**src/rtl/mul_div_ctrl_if.sv**
```systemverilog
// Bundle between mul_div_ctrl and its neighbours: issue, the iterative mul_div unit, and writeback.
// The slave modport is the controller's view; master is the surrounding pipeline and unit.
`ifndef INST_TYPE_R_M
`define INST_TYPE_R_M 7'b0110011
`endif

interface mul_div_ctrl_if #(
    parameter int XLEN = 32,
    parameter int RD_W = 5
);
    logic            issue_valid_i;
    logic            issue_ready_o;
    logic [6:0]      issue_op_i;
    logic [2:0]      issue_funct3_i;
    logic [XLEN-1:0] issue_rs1_i;
    logic [XLEN-1:0] issue_rs2_i;
    logic [RD_W-1:0] issue_rd_i;
    logic            flush_i;

    logic            md_req_o;
    logic [6:0]      md_op_o;
    logic [2:0]      md_m_d_op_o;
    logic [XLEN-1:0] md_rs1_o;
    logic [XLEN-1:0] md_rs2_o;
    logic            md_rs1_signed_o;
    logic            md_rs2_signed_o;
    logic [XLEN-1:0] md_high_i;
    logic [XLEN-1:0] md_low_i;
    logic            md_ready_i;

    logic            wb_valid_o;
    logic            wb_ready_i;
    logic [RD_W-1:0] wb_rd_o;
    logic [XLEN-1:0] wb_data_o;
    logic            busy_o;

    modport slave (
        input  issue_valid_i, issue_op_i, issue_funct3_i, issue_rs1_i, issue_rs2_i, issue_rd_i, flush_i,
        output issue_ready_o,
        output md_req_o, md_op_o, md_m_d_op_o, md_rs1_o, md_rs2_o, md_rs1_signed_o, md_rs2_signed_o,
        input  md_high_i, md_low_i, md_ready_i,
        output wb_valid_o, wb_rd_o, wb_data_o, busy_o,
        input  wb_ready_i
    );

    modport master (
        output issue_valid_i, issue_op_i, issue_funct3_i, issue_rs1_i, issue_rs2_i, issue_rd_i, flush_i,
        input  issue_ready_o,
        input  md_req_o, md_op_o, md_m_d_op_o, md_rs1_o, md_rs2_o, md_rs1_signed_o, md_rs2_signed_o,
        output md_high_i, md_low_i, md_ready_i,
        input  wb_valid_o, wb_rd_o, wb_data_o, busy_o,
        output wb_ready_i
    );
endinterface

```
**src/rtl/mul_div_ctrl.sv**
```systemverilog
// Execute-stage sequencer for one RV32M op through the iterative mul_div unit; optional last-result reuse via MUL_DIV_CTRL_REUSE_EN.
// Latency: md_ready_i plus one registered clock (typically 33, or 2 with a zero operand); a reuse hit responds on the accept edge.
// Backpressure: issue stalls while busy; the result is held on wb until wb_ready_i; flush_i aborts from any state.
`ifndef INST_TYPE_R_M
`define INST_TYPE_R_M 7'b0110011
`endif

module mul_div_ctrl #(
    parameter int XLEN = 32,
    parameter int RD_W = 5
) (
    input  logic          clk_i,
    input  logic          rst_i,
    mul_div_ctrl_if.slave bus
);
    typedef enum logic [1:0] {
        ST_IDLE = 2'd0,
        ST_BUSY = 2'd1,
        ST_RESP = 2'd2
    } state_t;

    state_t          state_q, state_d;
    logic [6:0]      op_q, op_d;
    logic [2:0]      f3_q, f3_d;
    logic [XLEN-1:0] rs1_q, rs1_d;
    logic [XLEN-1:0] rs2_q, rs2_d;
    logic [RD_W-1:0] rd_q, rd_d;
    logic [XLEN-1:0] data_q, data_d;
    logic            rs1_sgn_q, rs1_sgn_d;
    logic            rs2_sgn_q, rs2_sgn_d;
    logic            accept;

    // High half carries mulh*/remainder; low half carries mul/quotient.
    function automatic logic take_high(input logic [2:0] f3);
        return f3[2] ? f3[1] : (f3 != 3'b000);
    endfunction

    function automatic logic rs1_signed(input logic [2:0] f3);
        return f3[2] ? ~f3[0] : (f3[1:0] != 2'b11);
    endfunction

    function automatic logic rs2_signed(input logic [2:0] f3);
        return f3[2] ? ~f3[0] : ~f3[1];
    endfunction

    assign accept = (state_q == ST_IDLE) && bus.issue_valid_i && !bus.flush_i &&
                    (bus.issue_op_i == `INST_TYPE_R_M);

`ifdef MUL_DIV_CTRL_REUSE_EN
    logic            ent_vld_q, ent_vld_d;
    logic [2:0]      ent_key_q, ent_key_d;
    logic [XLEN-1:0] ent_rs1_q, ent_rs1_d;
    logic [XLEN-1:0] ent_rs2_q, ent_rs2_d;
    logic [XLEN-1:0] ent_hi_q, ent_hi_d;
    logic [XLEN-1:0] ent_lo_q, ent_lo_d;
    logic            hit;

    // Ops that read different halves of the same unit run share one key.
    function automatic logic [2:0] op_key(input logic [2:0] f3);
        if (f3[2]) begin
            return {2'b10, f3[0]};
        end
        return (f3[1] == 1'b0) ? 3'b000 : f3;
    endfunction

    assign hit = ent_vld_q &&
                 (ent_rs1_q == bus.issue_rs1_i) &&
                 (ent_rs2_q == bus.issue_rs2_i) &&
                 (ent_key_q == op_key(bus.issue_funct3_i));
`endif

    always_comb begin
        state_d   = state_q;
        op_d      = op_q;
        f3_d      = f3_q;
        rs1_d     = rs1_q;
        rs2_d     = rs2_q;
        rd_d      = rd_q;
        data_d    = data_q;
        rs1_sgn_d = rs1_sgn_q;
        rs2_sgn_d = rs2_sgn_q;
`ifdef MUL_DIV_CTRL_REUSE_EN
        ent_vld_d = ent_vld_q;
        ent_key_d = ent_key_q;
        ent_rs1_d = ent_rs1_q;
        ent_rs2_d = ent_rs2_q;
        ent_hi_d  = ent_hi_q;
        ent_lo_d  = ent_lo_q;
`endif
        case (state_q)
            ST_IDLE: begin
                if (accept) begin
                    op_d      = bus.issue_op_i;
                    f3_d      = bus.issue_funct3_i;
                    rs1_d     = bus.issue_rs1_i;
                    rs2_d     = bus.issue_rs2_i;
                    rd_d      = bus.issue_rd_i;
                    rs1_sgn_d = rs1_signed(bus.issue_funct3_i);
                    rs2_sgn_d = rs2_signed(bus.issue_funct3_i);
                    state_d   = ST_BUSY;
`ifdef MUL_DIV_CTRL_REUSE_EN
                    if (hit) begin
                        state_d = ST_RESP;
                        data_d  = take_high(bus.issue_funct3_i) ? ent_hi_q : ent_lo_q;
                    end
`endif
                end
            end
            ST_BUSY: begin
                if (bus.md_ready_i) begin
                    state_d = ST_RESP;
                    data_d  = take_high(f3_q) ? bus.md_high_i : bus.md_low_i;
`ifdef MUL_DIV_CTRL_REUSE_EN
                    ent_vld_d = 1'b1;
                    ent_key_d = op_key(f3_q);
                    ent_rs1_d = rs1_q;
                    ent_rs2_d = rs2_q;
                    ent_hi_d  = bus.md_high_i;
                    ent_lo_d  = bus.md_low_i;
`endif
                end
            end
            ST_RESP: begin
                if (bus.wb_ready_i) begin
                    state_d = ST_IDLE;
                end
            end
            default: begin
                state_d = ST_IDLE;
            end
        endcase

        // An aborted op must leave no trace in the reuse entry either.
        if (bus.flush_i) begin
            state_d = ST_IDLE;
`ifdef MUL_DIV_CTRL_REUSE_EN
            ent_vld_d = ent_vld_q;
            ent_key_d = ent_key_q;
            ent_rs1_d = ent_rs1_q;
            ent_rs2_d = ent_rs2_q;
            ent_hi_d  = ent_hi_q;
            ent_lo_d  = ent_lo_q;
`endif
        end
    end

    always_ff @(posedge clk_i) begin
        if (rst_i) begin
            state_q   <= ST_IDLE;
            op_q      <= '0;
            f3_q      <= '0;
            rs1_q     <= '0;
            rs2_q     <= '0;
            rd_q      <= '0;
            data_q    <= '0;
            rs1_sgn_q <= 1'b0;
            rs2_sgn_q <= 1'b0;
        end else begin
            state_q   <= state_d;
            op_q      <= op_d;
            f3_q      <= f3_d;
            rs1_q     <= rs1_d;
            rs2_q     <= rs2_d;
            rd_q      <= rd_d;
            data_q    <= data_d;
            rs1_sgn_q <= rs1_sgn_d;
            rs2_sgn_q <= rs2_sgn_d;
        end
    end

`ifdef MUL_DIV_CTRL_REUSE_EN
    always_ff @(posedge clk_i) begin
        if (rst_i) begin
            ent_vld_q <= 1'b0;
            ent_key_q <= '0;
            ent_rs1_q <= '0;
            ent_rs2_q <= '0;
            ent_hi_q  <= '0;
            ent_lo_q  <= '0;
        end else begin
            ent_vld_q <= ent_vld_d;
            ent_key_q <= ent_key_d;
            ent_rs1_q <= ent_rs1_d;
            ent_rs2_q <= ent_rs2_d;
            ent_hi_q  <= ent_hi_d;
            ent_lo_q  <= ent_lo_d;
        end
    end
`endif

    assign bus.issue_ready_o   = (state_q == ST_IDLE) && !rst_i && !bus.flush_i;
    assign bus.md_req_o        = (state_q == ST_BUSY);
    assign bus.md_op_o         = op_q;
    assign bus.md_m_d_op_o     = f3_q;
    assign bus.md_rs1_o        = rs1_q;
    assign bus.md_rs2_o        = rs2_q;
    assign bus.md_rs1_signed_o = rs1_sgn_q;
    assign bus.md_rs2_signed_o = rs2_sgn_q;
    assign bus.wb_valid_o      = (state_q == ST_RESP);
    assign bus.wb_rd_o         = rd_q;
    assign bus.wb_data_o       = data_q;
    assign bus.busy_o          = (state_q != ST_IDLE);
endmodule
```
**src/flat_wrapper.sv**
```systemverilog
// flat-port wrapper written by rule: the top's interface ports become plain ports
module mul_div_ctrl_flat 
#(
    parameter int XLEN = 32,
    parameter int RD_W = 5
)
  (clk_i, rst_i, bus_issue_valid_i, bus_issue_op_i, bus_issue_funct3_i, bus_issue_rs1_i, bus_issue_rs2_i, bus_issue_rd_i, bus_flush_i, bus_issue_ready_o, bus_md_req_o, bus_md_op_o, bus_md_m_d_op_o, bus_md_rs1_o, bus_md_rs2_o, bus_md_rs1_signed_o, bus_md_rs2_signed_o, bus_md_high_i, bus_md_low_i, bus_md_ready_i, bus_wb_valid_o, bus_wb_rd_o, bus_wb_data_o, bus_busy_o, bus_wb_ready_i);
  mul_div_ctrl_if #(.XLEN(XLEN), .RD_W(RD_W)) bus_i ();
  input  logic clk_i;
  input  logic rst_i;
  input wire logic [$bits(bus_i.issue_valid_i)-1:0] bus_issue_valid_i;
  input wire logic [$bits(bus_i.issue_op_i)-1:0] bus_issue_op_i;
  input wire logic [$bits(bus_i.issue_funct3_i)-1:0] bus_issue_funct3_i;
  input wire logic [$bits(bus_i.issue_rs1_i)-1:0] bus_issue_rs1_i;
  input wire logic [$bits(bus_i.issue_rs2_i)-1:0] bus_issue_rs2_i;
  input wire logic [$bits(bus_i.issue_rd_i)-1:0] bus_issue_rd_i;
  input wire logic [$bits(bus_i.flush_i)-1:0] bus_flush_i;
  output wire logic [$bits(bus_i.issue_ready_o)-1:0] bus_issue_ready_o;
  output wire logic [$bits(bus_i.md_req_o)-1:0] bus_md_req_o;
  output wire logic [$bits(bus_i.md_op_o)-1:0] bus_md_op_o;
  output wire logic [$bits(bus_i.md_m_d_op_o)-1:0] bus_md_m_d_op_o;
  output wire logic [$bits(bus_i.md_rs1_o)-1:0] bus_md_rs1_o;
  output wire logic [$bits(bus_i.md_rs2_o)-1:0] bus_md_rs2_o;
  output wire logic [$bits(bus_i.md_rs1_signed_o)-1:0] bus_md_rs1_signed_o;
  output wire logic [$bits(bus_i.md_rs2_signed_o)-1:0] bus_md_rs2_signed_o;
  input wire logic [$bits(bus_i.md_high_i)-1:0] bus_md_high_i;
  input wire logic [$bits(bus_i.md_low_i)-1:0] bus_md_low_i;
  input wire logic [$bits(bus_i.md_ready_i)-1:0] bus_md_ready_i;
  output wire logic [$bits(bus_i.wb_valid_o)-1:0] bus_wb_valid_o;
  output wire logic [$bits(bus_i.wb_rd_o)-1:0] bus_wb_rd_o;
  output wire logic [$bits(bus_i.wb_data_o)-1:0] bus_wb_data_o;
  output wire logic [$bits(bus_i.busy_o)-1:0] bus_busy_o;
  input wire logic [$bits(bus_i.wb_ready_i)-1:0] bus_wb_ready_i;
  assign bus_i.issue_valid_i = bus_issue_valid_i;
  assign bus_i.issue_op_i = bus_issue_op_i;
  assign bus_i.issue_funct3_i = bus_issue_funct3_i;
  assign bus_i.issue_rs1_i = bus_issue_rs1_i;
  assign bus_i.issue_rs2_i = bus_issue_rs2_i;
  assign bus_i.issue_rd_i = bus_issue_rd_i;
  assign bus_i.flush_i = bus_flush_i;
  assign bus_issue_ready_o = bus_i.issue_ready_o;
  assign bus_md_req_o = bus_i.md_req_o;
  assign bus_md_op_o = bus_i.md_op_o;
  assign bus_md_m_d_op_o = bus_i.md_m_d_op_o;
  assign bus_md_rs1_o = bus_i.md_rs1_o;
  assign bus_md_rs2_o = bus_i.md_rs2_o;
  assign bus_md_rs1_signed_o = bus_i.md_rs1_signed_o;
  assign bus_md_rs2_signed_o = bus_i.md_rs2_signed_o;
  assign bus_i.md_high_i = bus_md_high_i;
  assign bus_i.md_low_i = bus_md_low_i;
  assign bus_i.md_ready_i = bus_md_ready_i;
  assign bus_wb_valid_o = bus_i.wb_valid_o;
  assign bus_wb_rd_o = bus_i.wb_rd_o;
  assign bus_wb_data_o = bus_i.wb_data_o;
  assign bus_busy_o = bus_i.busy_o;
  assign bus_i.wb_ready_i = bus_wb_ready_i;
  mul_div_ctrl #(.XLEN(XLEN), .RD_W(RD_W)) u_core (.clk_i(clk_i), .rst_i(rst_i), .bus(bus_i));
endmodule
```
**config.mk**
```make
export PLATFORM = sky130hd
export DESIGN_NAME = mul_div_ctrl_flat
export DESIGN_NICKNAME = d
export VERILOG_FILES = /design/src/rtl/mul_div_ctrl_if.sv /design/src/rtl/mul_div_ctrl.sv /design/src/flat_wrapper.sv
export SDC_FILE = /design/constraint.sdc
export NUM_CORES = 1
export LEC_CHECK = 0
export BUFFER_PORTS_ARGS = -buffer_cell sky130_fd_sc_hd__buf_2
export CAP_MARGIN = 20
export CORE_ASPECT_RATIO = 1.4
export CORE_MARGIN = 1.5
export CORE_UTILIZATION = 42
export DETAILED_ROUTE_END_ITERATION = 12
export MAX_ROUTING_LAYER = met4
export PLACE_DENSITY = 0.77
export SLEW_MARGIN = 10
export SYNTH_ARGS = -nofsm -noshare
export SYNTH_HDL_FRONTEND = slang
export SYNTH_SLANG_ARGS = --single-unit
```
**constraint.sdc**
```tcl
create_clock -name clk_i -period 1.4 [get_ports clk_i]
set_input_delay 0.21 -clock clk_i [delete_from_list [all_inputs] [get_ports clk_i]]
set_output_delay 0.21 -clock clk_i [all_outputs]
set_load 0.1 [all_outputs]
```
Yosys cells after proc, flatten, opt, wreduce, memory -nomap -nowiden:

Cells that the tools add are included.

* bits in registers: 115
* bits of input ports: 149

* equality and inequality tests: 7
* mux-type cells: 8
* bitwise gates (word level): 2
* reduce and logical (&&, ||, !) cells: 14

Operators by type and width (number)
* $mux 32: 1
* $eq 7x6->1 const B: 1
* $mux 2: 3
* $ne 2x1->1 const B: 3
* $pmux 2 s3: 1
* $logic_and 1x1->1: 5
* $reduce_and 2->1: 2
* $mux 1: 3
* $reduce_and 3->1: 1
* $reduce_bool 3->1: 1
* $eq 2x1->1 const B: 1
* $eq 2x2->1 const B: 1
* $logic_not 1->1: 2
* $logic_not 2->1: 1
* $ne 2x2->1 const B: 1
* $not 1->1: 2
* $reduce_bool 2->1: 1
* $reduce_or 2->1: 1

Depth between registers and ports, before layout:

* word-level depth: 6
* depth in mapped cells: 6

Worst setup path after synthesis:

No wires, ideal clock.

* kind: register -> output
* start: register u_core.state_q[1]
* end: output bus_issue_ready_o
* arrival time: 2.966 ns
* setup slack: -1.776 ns
* cell stages (with the launch flop): 3
* path buffers: 0
* cells stage by stage: dfxtp_1 or2_2 nor3_1

* longest elaborated chain between the ends: 3

RTL lines
* from (decl): line mul_div_ctrl.sv:22 `state_t state_q, state_d;`
* from (signal assigned): line mul_div_ctrl.sv:159 `state_q <= state_d;`
* $logic_not 2->1: line mul_div_ctrl.sv:191 `assign bus.issue_ready_o = (state_q == ST_IDLE) && !rst_i && !bus.flush_i;`
* $logic_and 1x1->1 (2 in series): line mul_div_ctrl.sv:191
* to (decl): line flat_wrapper.sv:18 `output wire logic [$bits(bus_i.issue_ready_o)-1:0] bus_issue_ready_o;`

Every way passes these cells.

Worst setup path after layout:

* start: register u_core.state_q[1]
* end: register u_core.data_q[9], in the netlist u_core.bus.wb_data_o[9]

* longest elaborated chain between the ends: 2

RTL lines
* $eq 2x1->1: line mul_div_ctrl.sv:90 `case (state_q)`
* $reduce_and 2->1 (no line)
* to (signal assigned): line mul_div_ctrl.sv:165 `data_q <= data_d;`
* to (decl): line mul_div_ctrl.sv:28 `logic [XLEN-1:0] data_q, data_d;`

Every way passes these cells.
A chain may end at the register's enable or synchronous reset.

==> flow_summary.ini <==
[placed_design]
place_hpwl_um = 9750
io_buffer_count = 265
gp_congestion = 0.828
numPlacedInstances = 926

[grt]
grtUsageTotal = 0.240
grt-ovfl-total = 0
antenna_found_initial = 0
grt_max_degree = 73
grt_pass1_wl_um = 24200
first_global_vias = 4919

[drt]
drtIter0Drc = 223
first_pass_iters = 4
drt.antenna.violating_nets = 0
num_vias = 5128
vias_per_cell = 5.17
wirelength_um = 17600
wire_per_inst_um = 17.8
drc_errors = 0

[sta]
maxSlewViolCount = 0
whs_ns = 0.0484
fin_skew_ns = 0.0127
post-route-min-period_ns = 1.69
period_share = 1.21
timing.fmax_ghz = 0.590
relSlewSlack = 0.670
setup_viol = 113
rsz0062_at_grt = yes
finalHoldViolations = 0
worst-slew-pin-transition_ns = 0.499
final.setup.worst_slack_ns = -0.294

[cells_and_area]
final_core_util = 0.694
area_growth_pct = 61.7
layout_commonest_cell = buf_2
drive_above_1_share = 0.472
nets = 977
diodes = 0
fillCellCount = 873
final_cell_mix = buf_2, nand2b_1, dfxtp_1, mux2i_1, buf_4
fin_cells = 991

[pwr]
leakagePower_nw = 3.58
powerDensity_mw_per_mm2 = 986
ir_worst_vdd_mv = 0.711
power_mw = 8.43

[synth]
synth-seq-area-share = 0.436
synth_seq_cells = 115
synth.cell_area_mm2 = 0.00529
syn_nets = 694
avgSynthCellArea_um2 = 9.70
yosys_warnings = 0
synth_cell_types = 27
netlist_instances = 545

[worst_setup_path]
rr_startpoint = u_core.state_q[1]
critPathArrivalTime_ns = 2.00
crit_path_end = u_core.bus.wb_data_o[9]
cp.required_ns = 1.71
regToRegSetupSlack_ns = -0.29
cp-end-kind = register
r2r_end = u_core.bus.wb_data_o[9]
cp-startpoint = u_core.state_q[1]
crit_type = reg2reg
path_max_fanout = 7
start_kind = register
rr_worst_depth = 7

[clocking]
cts_htree_levels = 4
cts.path.max_buffers = 2
root_buffer = clkbuf_16
clkTransAtPathRegs_ns = 0.06
tritoncts = built
cts.sinks = 115
postCtsHoldBufs = 0
clk_latency_ns = 0.41
cts_made_buffers = 17

[floorplan]
die_w_um = 97.8
num_io_pins = 266
row_count = 48
die_area_mm2 = 0.0133
initial_core_util = 0.429
fp.dieH_um = 136
coreArea_mm2 = 0.0123

[flow_run]
max_cap_violations = 0

[min_path]
hp-class = in2reg

[outcome]
outcome = complete, but fails checks
violations = setup timing
==> metal layers <==
| layer | up-vias | global-route usage | share of wire |
|---|---|---|---|
| li1 | 2440 | - | - |
| met1 | 2406 | 0.261 | 0.38 |
| met2 | 239 | 0.409 | 0.53 |
| met3 | 43 | 0.0573 | 0.059 |
| met4 | 0 | 0.117 | 0.026 |
| met5 | - | - | 0 |
==> final cells by class <==
| type | count | area (µm²) | share of cell area |
|---|---|---|---|
| Timing Repair Buffer | 315 | 2480 | 0.290 |
| Tap cell | 150 | 188 | 0.0220 |
| Clock buffer | 17 | 425 | 0.0498 |
| Inverter | 4 | 15.0 | 0.00176 |
| Clock inverter | 15 | 193 | 0.0225 |
| Multi-Input combinational cell | 375 | 2930 | 0.343 |
| Sequential cell | 115 | 2320 | 0.271 |
==> sequential cells by signal, summed over array words and instances (netlist names), 2 cells and up <==
name,count
u_core.bus.md_op_o,7
u_core.bus.md_rs2_o,32
u_core.state_q,2
u_core.bus.md_m_d_op_o,3
u_core.bus.wb_rd_o,5
u_core.bus.md_rs1_o,32
u_core.bus.wb_data_o,32
==> power breakdown <==
group	switching (mW)	internal, mW	total (mW)	leakage, nW
Sequential	0.00216	3.27	3.27	0.929
Combinational	0.249	0.314	0.563	2.35
Clock	1.74	2.85	4.60	0.302
Total	2.00	6.44	8.43	3.58
==> through the flow <==
| step | area, µm² | setup WS [ns] | setup TNS [ns] |
|---|---|---|---|
| after floorplan | 5390 | -0.359 | -6.06 |
| after global placement | 6820 | -0.142 | -9.05 |
| after detailed placement | 6820 | -0.209 | -11.40 |
| after CTS | 8000 | -0.275 | -20.39 |
| after global routing | 8550 | -0.349 | -28.93 |
| final | 8550 | -0.294 | -21.76 |
==> synth_stat cells <==
cell type | number | share of area
buf_1 | 3 | 0.0021
or3b_2 | 4 | 0.0066
dfxtp_1 | 115 | 0.44
clkbuf_1 | 34 | 0.024
inv_1 | 4 | 0.0028
o21ai_0 | 33 | 0.031
nor3_1 | 1 | 0.00095
and3b_1 | 1 | 0.0017
buf_2 | 5 | 0.0047
o21a_1 | 2 | 0.0028
buf_4 | 4 | 0.0057
buf_8 | 1 | 0.0028
nor4bb_1 | 1 | 0.0019
and4_1 | 1 | 0.0017
nand2b_1 | 147 | 0.17
nor2_1 | 33 | 0.023
nand4_1 | 1 | 0.0012
buf_12 | 4 | 0.015
nor3b_1 | 3 | 0.0043
a211o_1 | 1 | 0.0017
nor4b_2 | 1 | 0.0028
or3b_1 | 28 | 0.046
or2_2 | 1 | 0.0012
a21oi_1 | 4 | 0.0038
nor2b_1 | 7 | 0.0083
mux2i_1 | 74 | 0.14
a311oi_1 | 32 | 0.053
==> kinds of logic after synthesis <==
kind of cell | Yosys count | share of synthesized area
flops | 115 | 0.436
buf+inv | 55 | 0.0575
simple gates | 229 | 0.274
compound gates | 72 | 0.0925
mux | 74 | 0.140
==> worst max-delay path: stages, from the launching register on <==
cell      delay (ns)
dfxtp_2         0.35
buf_6           0.10
buf_4           0.13
and3b_2         0.30
buf_6           0.18
buf_12          0.13
buf_16          0.14
a311oi_2        0.27
==> worst min path at each step <==
| stage | start | end | cells past startpoint | slack, ns |
|---|---|---|---|---|
| finish | bus_issue_rs1_i[10] | u_core.bus.md_rs1_o[10] | 3 | 0.05 |
| global route | bus_issue_rs2_i[10] | u_core.bus.md_rs2_o[10] | 3 | 0.04 |
| CTS | bus_issue_rs1_i[25] | u_core.bus.md_rs1_o[25] | 3 | 0.03 |
| floorplan | bus_issue_funct3_i[0] | u_core.bus.md_m_d_op_o[0] | 2 | 0.35 |
| detailed placement | u_core.bus.md_op_o[1] | u_core.bus.md_op_o[1] | 2 | 0.44 |
| global placement | u_core.bus.md_op_o[1] | u_core.bus.md_op_o[1] | 2 | 0.43 |
==> repair_timing <==
action,in CTS,in global routing
setup buffers,9,11
endpoints found under the hold margin,0,0
resized for setup,75,102
pin swaps,9,19
setup endpoints to repair,136,168
gates cloned,8,7
No activity file was read; power rests on OpenSTA's default activity.
